### src/rtl/cpu_control_fsm.sv
// Multi-cycle fetch/decode/execute/writeback sequencer for the simple CPU.
// Takes one instruction through a valid/ready handshake, classifies its opcode,
// then steers the register-file ports and the ALU launch/complete handshake.
module cpu_control_fsm #(
    parameter int unsigned TIMEOUT = 15,
    parameter int unsigned CNT_W   = 16
) (
    input  logic             clk,
    input  logic             rst_n,
    input  logic             run,
    input  logic             instr_valid,
    input  logic [15:0]      instr,
    output logic             instr_ready,
    output logic [3:0]       rf_raddr_a,
    output logic [3:0]       rf_raddr_b,
    output logic [3:0]       rf_waddr,
    output logic             rf_we,
    output logic [1:0]       wb_sel,
    output logic [2:0]       alu_op,
    output logic             alu_b_imm,
    output logic [7:0]       imm,
    output logic             alu_start,
    input  logic             alu_done,
    output logic             busy,
    output logic             illegal,
    output logic [CNT_W-1:0] instr_count
);

    localparam int unsigned TO_W = 8;

    typedef enum logic [1:0] {
        S_IDLE,
        S_DECODE,
        S_ALU_WAIT,
        S_WB
    } state_e;

    typedef enum logic [2:0] {
        C_ALU,
        C_ALUI,
        C_MOVE,
        C_MOVI,
        C_ILL
    } class_e;

    state_e            state_q, state_d;
    logic [15:0]       ir_q, ir_d;
    logic [TO_W-1:0]   to_cnt_q, to_cnt_d;
    logic              alu_start_q, alu_start_d;
    logic              illegal_q, illegal_d;
    logic [CNT_W-1:0]  instr_count_q, instr_count_d;

    class_e            cls;
    logic [2:0]        dec_alu_op;
    logic              dec_b_imm;
    logic [3:0]        opcode;

    assign opcode = ir_q[15:12];

    // Opcode classification of the held instruction.
    always_comb begin
        cls        = C_ILL;
        dec_alu_op = 3'b000;
        dec_b_imm  = 1'b0;
        if (!opcode[3] && (opcode[2:0] != 3'b111)) begin
            cls        = C_ALU;
            dec_alu_op = opcode[2:0];
        end else if (opcode == 4'b0111) begin
            cls = C_MOVE;
        end else if (opcode == 4'b1000) begin
            cls        = C_ALUI;
            dec_alu_op = 3'b000;
            dec_b_imm  = 1'b1;
        end else if (opcode == 4'b1001) begin
            cls        = C_ALUI;
            dec_alu_op = 3'b001;
            dec_b_imm  = 1'b1;
        end else if (opcode == 4'b1111) begin
            cls = C_MOVI;
        end
    end

    // State, instruction register, timeout counter and pulse flops.
    always_ff @(posedge clk or negedge rst_n) begin
        if (!rst_n) begin
            state_q       <= S_IDLE;
            ir_q          <= 16'h0000;
            to_cnt_q      <= '0;
            alu_start_q   <= 1'b0;
            illegal_q     <= 1'b0;
            instr_count_q <= '0;
        end else begin
            state_q       <= state_d;
            ir_q          <= ir_d;
            to_cnt_q      <= to_cnt_d;
            alu_start_q   <= alu_start_d;
            illegal_q     <= illegal_d;
            instr_count_q <= instr_count_d;
        end
    end

    // Next-state logic; alu_start and illegal are registered one-cycle pulses.
    always_comb begin
        state_d       = state_q;
        ir_d          = ir_q;
        to_cnt_d      = to_cnt_q;
        alu_start_d   = 1'b0;
        illegal_d     = 1'b0;
        instr_count_d = instr_count_q;
        case (state_q)
            S_IDLE: begin
                if (run && instr_valid) begin
                    ir_d    = instr;
                    state_d = S_DECODE;
                end
            end
            S_DECODE: begin
                case (cls)
                    C_ALU, C_ALUI: begin
                        state_d     = S_ALU_WAIT;
                        alu_start_d = 1'b1;
                        to_cnt_d    = '0;
                    end
                    C_MOVE, C_MOVI: state_d = S_WB;
                    default: begin
                        illegal_d = 1'b1;
                        state_d   = S_IDLE;
                    end
                endcase
            end
            S_ALU_WAIT: begin
                if (alu_done) begin
                    state_d  = S_WB;
                    to_cnt_d = '0;
                end else if (to_cnt_q == TO_W'(TIMEOUT - 1)) begin
                    // Give up on a hung ALU; report it like an illegal instruction.
                    illegal_d = 1'b1;
                    state_d   = S_IDLE;
                    to_cnt_d  = '0;
                end else begin
                    to_cnt_d = to_cnt_q + TO_W'(1);
                end
            end
            S_WB: begin
                instr_count_d = instr_count_q + CNT_W'(1);
                state_d       = S_IDLE;
            end
            default: state_d = S_IDLE;
        endcase
    end

    // Output decode from registered state and IR only (instr_ready also gates on run).
    always_comb begin
        instr_ready = (state_q == S_IDLE) && run;
        busy        = (state_q != S_IDLE);
        rf_we       = (state_q == S_WB);
        rf_raddr_a  = (cls == C_ALUI) ? ir_q[11:8] : ir_q[7:4];
        rf_raddr_b  = ir_q[3:0];
        rf_waddr    = ir_q[11:8];
        imm         = ir_q[7:0];
        alu_op      = dec_alu_op;
        alu_b_imm   = dec_b_imm;
        case (cls)
            C_MOVE:  wb_sel = 2'b01;
            C_MOVI:  wb_sel = 2'b10;
            default: wb_sel = 2'b00;
        endcase
        alu_start   = alu_start_q;
        illegal     = illegal_q;
        instr_count = instr_count_q;
    end

endmodule

### config.mk
export PLATFORM = sky130hd
export DESIGN_NAME = cpu_control_fsm
export DESIGN_NICKNAME = d
export VERILOG_FILES = /design/src/rtl/cpu_control_fsm.sv
export SDC_FILE = /design/constraint.sdc
export NUM_CORES = 1
export LEC_CHECK = 0
export ABC_AREA = 1
export CAP_MARGIN = 40
export CORE_ASPECT_RATIO = 0.7
export CORE_UTILIZATION = 35
export CTS_CLUSTER_DIAMETER = 40
export DETAILED_ROUTE_END_ITERATION = 8
export GPL_TIMING_DRIVEN = 0
export PLACE_DENSITY = 0.67
export SLEW_MARGIN = 15
export SYNTH_ARGS = -nofsm -noshare
export SYNTH_HDL_FRONTEND = slang
export SYNTH_SLANG_ARGS = --single-unit
### constraint.sdc
create_clock -name clk -period 4.4 [get_ports clk]
set_clock_uncertainty 0.05 [all_clocks]
set_input_delay 0.88 -clock clk [delete_from_list [all_inputs] [get_ports clk]]
set_output_delay 0.88 -clock clk [all_outputs]
set_load 0.1 [all_outputs]
==> results.cfg, run 1 <==
[outcome]
status = finished, final reports clean

[worst_setup_path]
path_class = primary input to output port
path_max_fanout = 2
worstSetupStartpointType = primary input
worstPathArrival_ps = 2260
r2r_end = ir_q[8]$_DFFE_PN0P_
cp-end-kind = output port
cp.required_ps = 3470
reg2reg_depth = 7
regToRegSetupSlack_ps = 2730
reg2reg_from = state_q[0]$_DFFE_PN0P_
cp-endpoint = instr_ready
startpoint = run

[timing]
period_needed_ps = 3190
finalCritPeriodShare = 0.725
finalSetupViolCount = 0
fin_setup_tns_ps = 0
fin_hold_ws_ps = 422
setup_ws_ps = 1210
rsz0062_at_grt = false
max_slew_margin = 0.662
worstMarginPinSlew_ps = 506
max_freq_mhz = 313
slew_violations = 0
hold_viol = 0

[yosys]
synth_top_area_cell = dfrtp_1
synthAdderAreaFrac = 0.0358
synth-xor-area-share = 0.0536
syn_area_sq_um = 2450
synth_top_area_share = 0.449
synth_simple_gate_area_frac = 0.257
post_synth.cell_area_avg_sq_um = 8.88
yosysUniqueCellTypes = 29
synth_nets = 304
synth-compound-area-share = 0.0245
synth_top_family_by_area = simple AND/OR/NAND/NOR gates
synth_area_leaders = dfrtp_1 45%, nand2_1 9.5%, mux2_2 6.9%, buf_4 5.2%, nand3_1 4.7%
netlist_instances = 276
muxShareOfSynthArea = 0.0689
synth_seq_cells = 44
yosysSeqAreaShare = 0.449
yosys_warnings = 0

[placed_design]
hpwl_mm = 4.69
pre_cts_ws_ps = 1210
place_congestion = 0.838
io_buffer_count = 67

[drt]
routedWlPerCell_um = 12.0
dr.max_layer_used = met4
drc = 0
route.met3.wl_um = 280
drt-pass1-iter-count = 4
wl_met2_mm = 2.85
ant_nets = 0
via_count = 2178
routedLengthMet1_mm = 2.74
finalWirelength_mm = 5.92
drtIter0Drc = 97
avgViaCountPerCell = 4.42

[global_route]
grt_pass1_vias = 2152
grt_overflow = 0
antenna_found_initial = 0
grt_max_degree = 25
grt_first_pass_wirelength_mm = 10.1
grt_use_total = 0.178

[clock_network]
clock_latency_ps = 300
cts_max_path_buffers = 2
cts_root_buffer = clkbuf_8
postCtsSetupBuffers = 0
cts_tree = yes
clk_pin_slew_ps = 90
numCtsBuffers = 5
clock_sinks = 44
postCtsHoldBufs = 0
post_cts_resized = 0
cts_max_level = 2

[layout]
areaGrowthSynthToFinish_pct = 67.6
fillers = 557
drive_above_1_share = 0.271
fin_nets = 426
diodes = 0

[floorplanning]
dieArea_sq_um = 7340
coreArea_sq_um = 6760
die_w_um = 102
num_rows = 25
die_h_um = 72.0
floorplan.initialDensity = 0.363
ioPinCount = 68

[hold_path]
min_path_type = flip-flop to flip-flop

[job]
drv_cap = 0
logic make-up after synthesis:
family / count (synthesis)
AOI/OAI and AO/OA: 9
xor gates and xnor gates: 15
adders and majority gates: 7
buffers and inverters: 51
DFF: 44
muxes: 15
and+or+nand+nor: 135
synth_stat cells:
cell type / number
nand2_1: 62
dfrtp_1: 44
inv_1: 30
nor2_1: 28
nand3_1: 23
buf_4: 17
mux2_2: 15
xor2_1: 12
ha_1: 7
nand4_1: 5
nand2_2: 4
nand2_4: 4
a21oi_1: 3
xnor2_1: 3
buf_6: 2
nor2_4: 2
nor3_1: 2
o21ai_2: 2
a21boi_1: 1
and2_1: 1
buf_2: 1
inv_2: 1
nand3b_1: 1
nor2_2: 1
nor3_2: 1
nor3b_2: 1
o21a_1: 1
o21ai_0: 1
o21bai_1: 1
how the worst min path moves through the flow:
stage                                      startpoint                          end  slack, ps  depth (start not counted)
after floorplan                state_q[1]$_DFFE_PN0P_       state_q[1]$_DFFE_PN0P_        450                          2
final                     instr_count[15]$_DFFE_PN0P_  instr_count[15]$_DFFE_PN0P_        420                          1
after global routing      instr_count[15]$_DFFE_PN0P_  instr_count[15]$_DFFE_PN0P_        450                          1
after detailed placement  instr_count[15]$_DFFE_PN0P_  instr_count[15]$_DFFE_PN0P_        420                          1
after global placement    instr_count[15]$_DFFE_PN0P_  instr_count[15]$_DFFE_PN0P_        410                          1
after CTS                 instr_count[15]$_DFFE_PN0P_  instr_count[15]$_DFFE_PN0P_        430                          1
metrics by stage:
| stage | std cells | cell area (sq um) | util |
|---|---|---|---|
| 2_1_floorplan | 276 | 2450 | - |
| 6_report | 493 | 4110 | 0.608 |
| 5_1_grt | 493 | 4110 | 0.608 |
| 3_3_place_gp | 437 | 3240 | 0.479 |
| 4_1_cts | 493 | 4110 | 0.608 |
| 3_5_place_dp | 485 | 3980 | 0.590 |
registers in the layout, summed over array words and instances, names as in the netlist:
| signal | flops |
|---|---|
| instr_count | 16 |
| illegal | 1 |
| state_q | 2 |
| alu_start | 1 |
| to_cnt_q | 8 |
| ir_q | 16 |
cell usage in the layout, fill, tap and decap left out, drive strengths merged:
cell type	netlist	final
a21boi	1	1
a21oi	3	3
and2	1	1
buf	20	69
bufinv	0	1
clkbuf	0	6
clkdlybuf4s50	0	66
clkinv	0	1
dfrtp	44	44
ha	7	7
inv	31	31
mux2	15	15
nand2	70	70
nand3	23	23
nand3b	1	1
nand4	5	5
nor2	31	31
nor3	3	3
nor3b	1	1
o21a	1	1
o21ai	3	3
o21bai	1	1
xnor2	3	3
xor2	12	12
critical path, stage by stage:
cell and delay (ps):
clkdlybuf4s50_1 480, nand2_1 70, inv_2 80, clkdlybuf4s50_1 560
buf_16 190
routing by layer:
metal,vias up,global-route usage
met5,-,0
met4,0,0.0429
met3,6,0.0385
met2,51,0.301
met1,1025,0.235
li1,1096,-
cell type report:
class | count | area [sq um] | share of cell area
clock buffer | 6 | 82.6 | 0.0201
buffer | 20 | 155 | 0.0378
tap | 94 | 118 | 0.0286
sequential | 44 | 1100 | 0.268
multi-input combinational | 181 | 1080 | 0.262
inverter | 31 | 116 | 0.0283
clock inverter | 2 | 38.8 | 0.00945
timing repair buffer | 115 | 1420 | 0.345
Power of run 1 is left out: the tool's default activity adds up to more than one toggle a clock period on the data nets, which glitch-free logic cannot reach.
==> run 2: changes to the inputs <==
==> constraint.sdc (replaced) <==
create_clock -name clk -period 3.05 [get_ports clk]
set_clock_uncertainty 0.05 [all_clocks]
set_input_delay 0.61 -clock clk [delete_from_list [all_inputs] [get_ports clk]]
set_output_delay 0.61 -clock clk [all_outputs]
set_load 0.1 [all_outputs]
==> results of run 2 <==
Same layout as run 1 (identical final DEF). Status: finished, final reports clean.
Among the figures that moved: setup slack after placement 1210 ps -> 400 ps; setup slack after layout 1210 ps -> 291 ps; hold slack 422 ps -> 214 ps; start point of the critical path run -> ir_q[13]$_DFFE_PN0P_; end point of the critical path instr_ready -> alu_op[0]; register-to-register setup slack 2730 ps -> 1380 ps
Power of run 2 is left out for the same reason.
==> run 3: changes to the inputs <==
--- a/config.mk
+++ b/config.mk
@@ -8,11 +8,11 @@
 export ABC_AREA = 1
 export CAP_MARGIN = 40
 export CORE_ASPECT_RATIO = 0.7
-export CORE_UTILIZATION = 35
+export CORE_UTILIZATION = 30
 export CTS_CLUSTER_DIAMETER = 40
 export DETAILED_ROUTE_END_ITERATION = 8
 export GPL_TIMING_DRIVEN = 0
-export PLACE_DENSITY = 0.67
+export PLACE_DENSITY = 0.6
 export SLEW_MARGIN = 15
 export SYNTH_ARGS = -nofsm -noshare
 export SYNTH_HDL_FRONTEND = slang
==> results.cfg, run 3 (synthesis gave the netlist of run 1 again) <==
[worst_setup_path]
path_class = flip-flop to output port
crit_path_max_incr_delay_ps = 520
cp-end-kind = output port
cp_slowest_cell = clkdlybuf4s50_1
worstPathCellList = nor2_1 -> nand2_1 -> inv_1 -> nand2_1 -> nand2_1 -> clkdlybuf4s50_1 -> buf_8
cp.required_ps = 2390
worstSetupStartpointType = flip-flop
critPathMostFrequentCell = nand2_1
path_max_fanout = 6
worstPathArrival_ps = 2030

[hold_path]
min_path_type = primary input to async pin

[drt]
routedWlPerCell_um = 12.0
drtIter0Drc = 53
ant_nets = 0
drc = 0
finalWirelength_mm = 6.00
avgViaCountPerCell = 4.29
via_count = 2144
drt-pass1-iter-count = 4

[clock_network]
cts_root_buffer = clkbuf_16
cts_tree = yes
numCtsBuffers = 5
clock_sinks = 44
cts_max_level = 2
postCtsSetupBuffers = 0
cts_max_path_buffers = 2
clk_pin_slew_ps = 70
postCtsHoldBufs = 0
clock_latency_ps = 290
post_cts_resized = 0

[layout]
areaGrowthSynthToFinish_pct = 68.2
layout_common_cells = 66 x clkdlybuf4s50_1, 62 x nand2_1, 46 x buf_8
diodes = 0
fin_nets = 426
postLayoutCellArea_sq_um = 4120
final_util = 0.524
drive_above_1_share = 0.266
mostFrequentLayoutCell = clkdlybuf4s50_1

[global_route]
antenna_found_initial = 0
grt_use_total = 0.160
grtUsageMet1 = 0.200
grtUsageMet3 = 0.0395
grt_pass1_vias = 2232
grt_max_degree = 25
grt_first_pass_wirelength_mm = 10.4
grt_overflow = 0
use_met2 = 0.265
busiest_layer = met2

[timing]
worstMarginPinSlew_ps = 523
slew_violations = 0
finalCritPeriodShare = 0.881
max_freq_mhz = 372
period_needed_ps = 2690
hold_viol = 0
rsz0062_at_grt = false
max_slew_margin = 0.652
fin_setup_tns_ps = 0
finalSetupViolCount = 0

[floorplanning]
coreArea_sq_um = 7870
die_w_um = 110
floorplan.initialDensity = 0.311
dieArea_sq_um = 8540
die_h_um = 77.6
ioPinCount = 68
num_rows = 27

[placed_design]
dpl-instance-area_sq_um = 3980
io_buffer_count = 67
place_congestion = 0.793
hpwl_mm = 4.65

[outcome]
status = finished, final reports clean

[job]
drv_cap = 0
==> run 3: cell types whose count changed in the layout (fill, tap and decap cells not counted) <==
| cell | previous run | this run |
|---|---|---|
| buf_16 | 2 | 1 |
| clkbuf_1 | 0 | 2 |
| buf_8 | 45 | 46 |
| clkbuf_8 | 6 | 0 |
| bufinv_16 | 1 | 0 |
| clkbuf_16 | 0 | 5 |
==> run 3: area by class of cell <==
type,count,area (sq um)
Fill cell,713,3750
Timing Repair Buffer,115,1400
Sequential cell,44,1100
Multi-Input combinational cell,181,1080
Buffer,20,155
Clock buffer,7,133
Tap cell,101,126
Inverter,31,116
Clock inverter,1,8.76
==> run 3: per-stage QoR <==
step	worst slack [ps]	cells	hold WS (ps)
global route	233	500	281
global placement	-16.6	444	410
detailed placement	413	492	412
CTS	351	500	258
finish	363	500	241
floorplan	348	276	264
==> run 3: worst paths after layout <==
kind                                        startpoint                          end  slack (ps)  cells past startpoint
hold / removal                                   rst_n          ir_q[7]$_DFFE_PN0P_         240                      1
hold reg to reg            instr_count[15]$_DFFE_PN0P_  instr_count[15]$_DFFE_PN0P_         420                      1
max in group asynchronous                        rst_n          alu_start$_DFF_PN0_        2190                      2
setup / recovery                  ir_q[13]$_DFFE_PN0P_                rf_raddr_a[2]         360                      7
min in group clk           instr_count[15]$_DFFE_PN0P_  instr_count[15]$_DFFE_PN0P_         420                      1
setup reg to reg                state_q[0]$_DFFE_PN0P_         ir_q[10]$_DFFE_PN0P_        1390                      7
==> run 3: worst max-delay path: cells and delay by family, from the launching register on <==
kind	cells	cell delay, ps
buffers and inverters	3	920
flip-flops	1	410
AND/OR/NAND/NOR	4	420
==> run 3: metal layers <==
| layer | up-vias | share of wire |
|---|---|---|
| met5 | - | 0 |
| met4 | 0 | 0.016 |
| met3 | 10 | 0.037 |
| met2 | 37 | 0.48 |
| met1 | 999 | 0.47 |
| li1 | 1098 | - |
Power of run 3 is left out for the same reason.
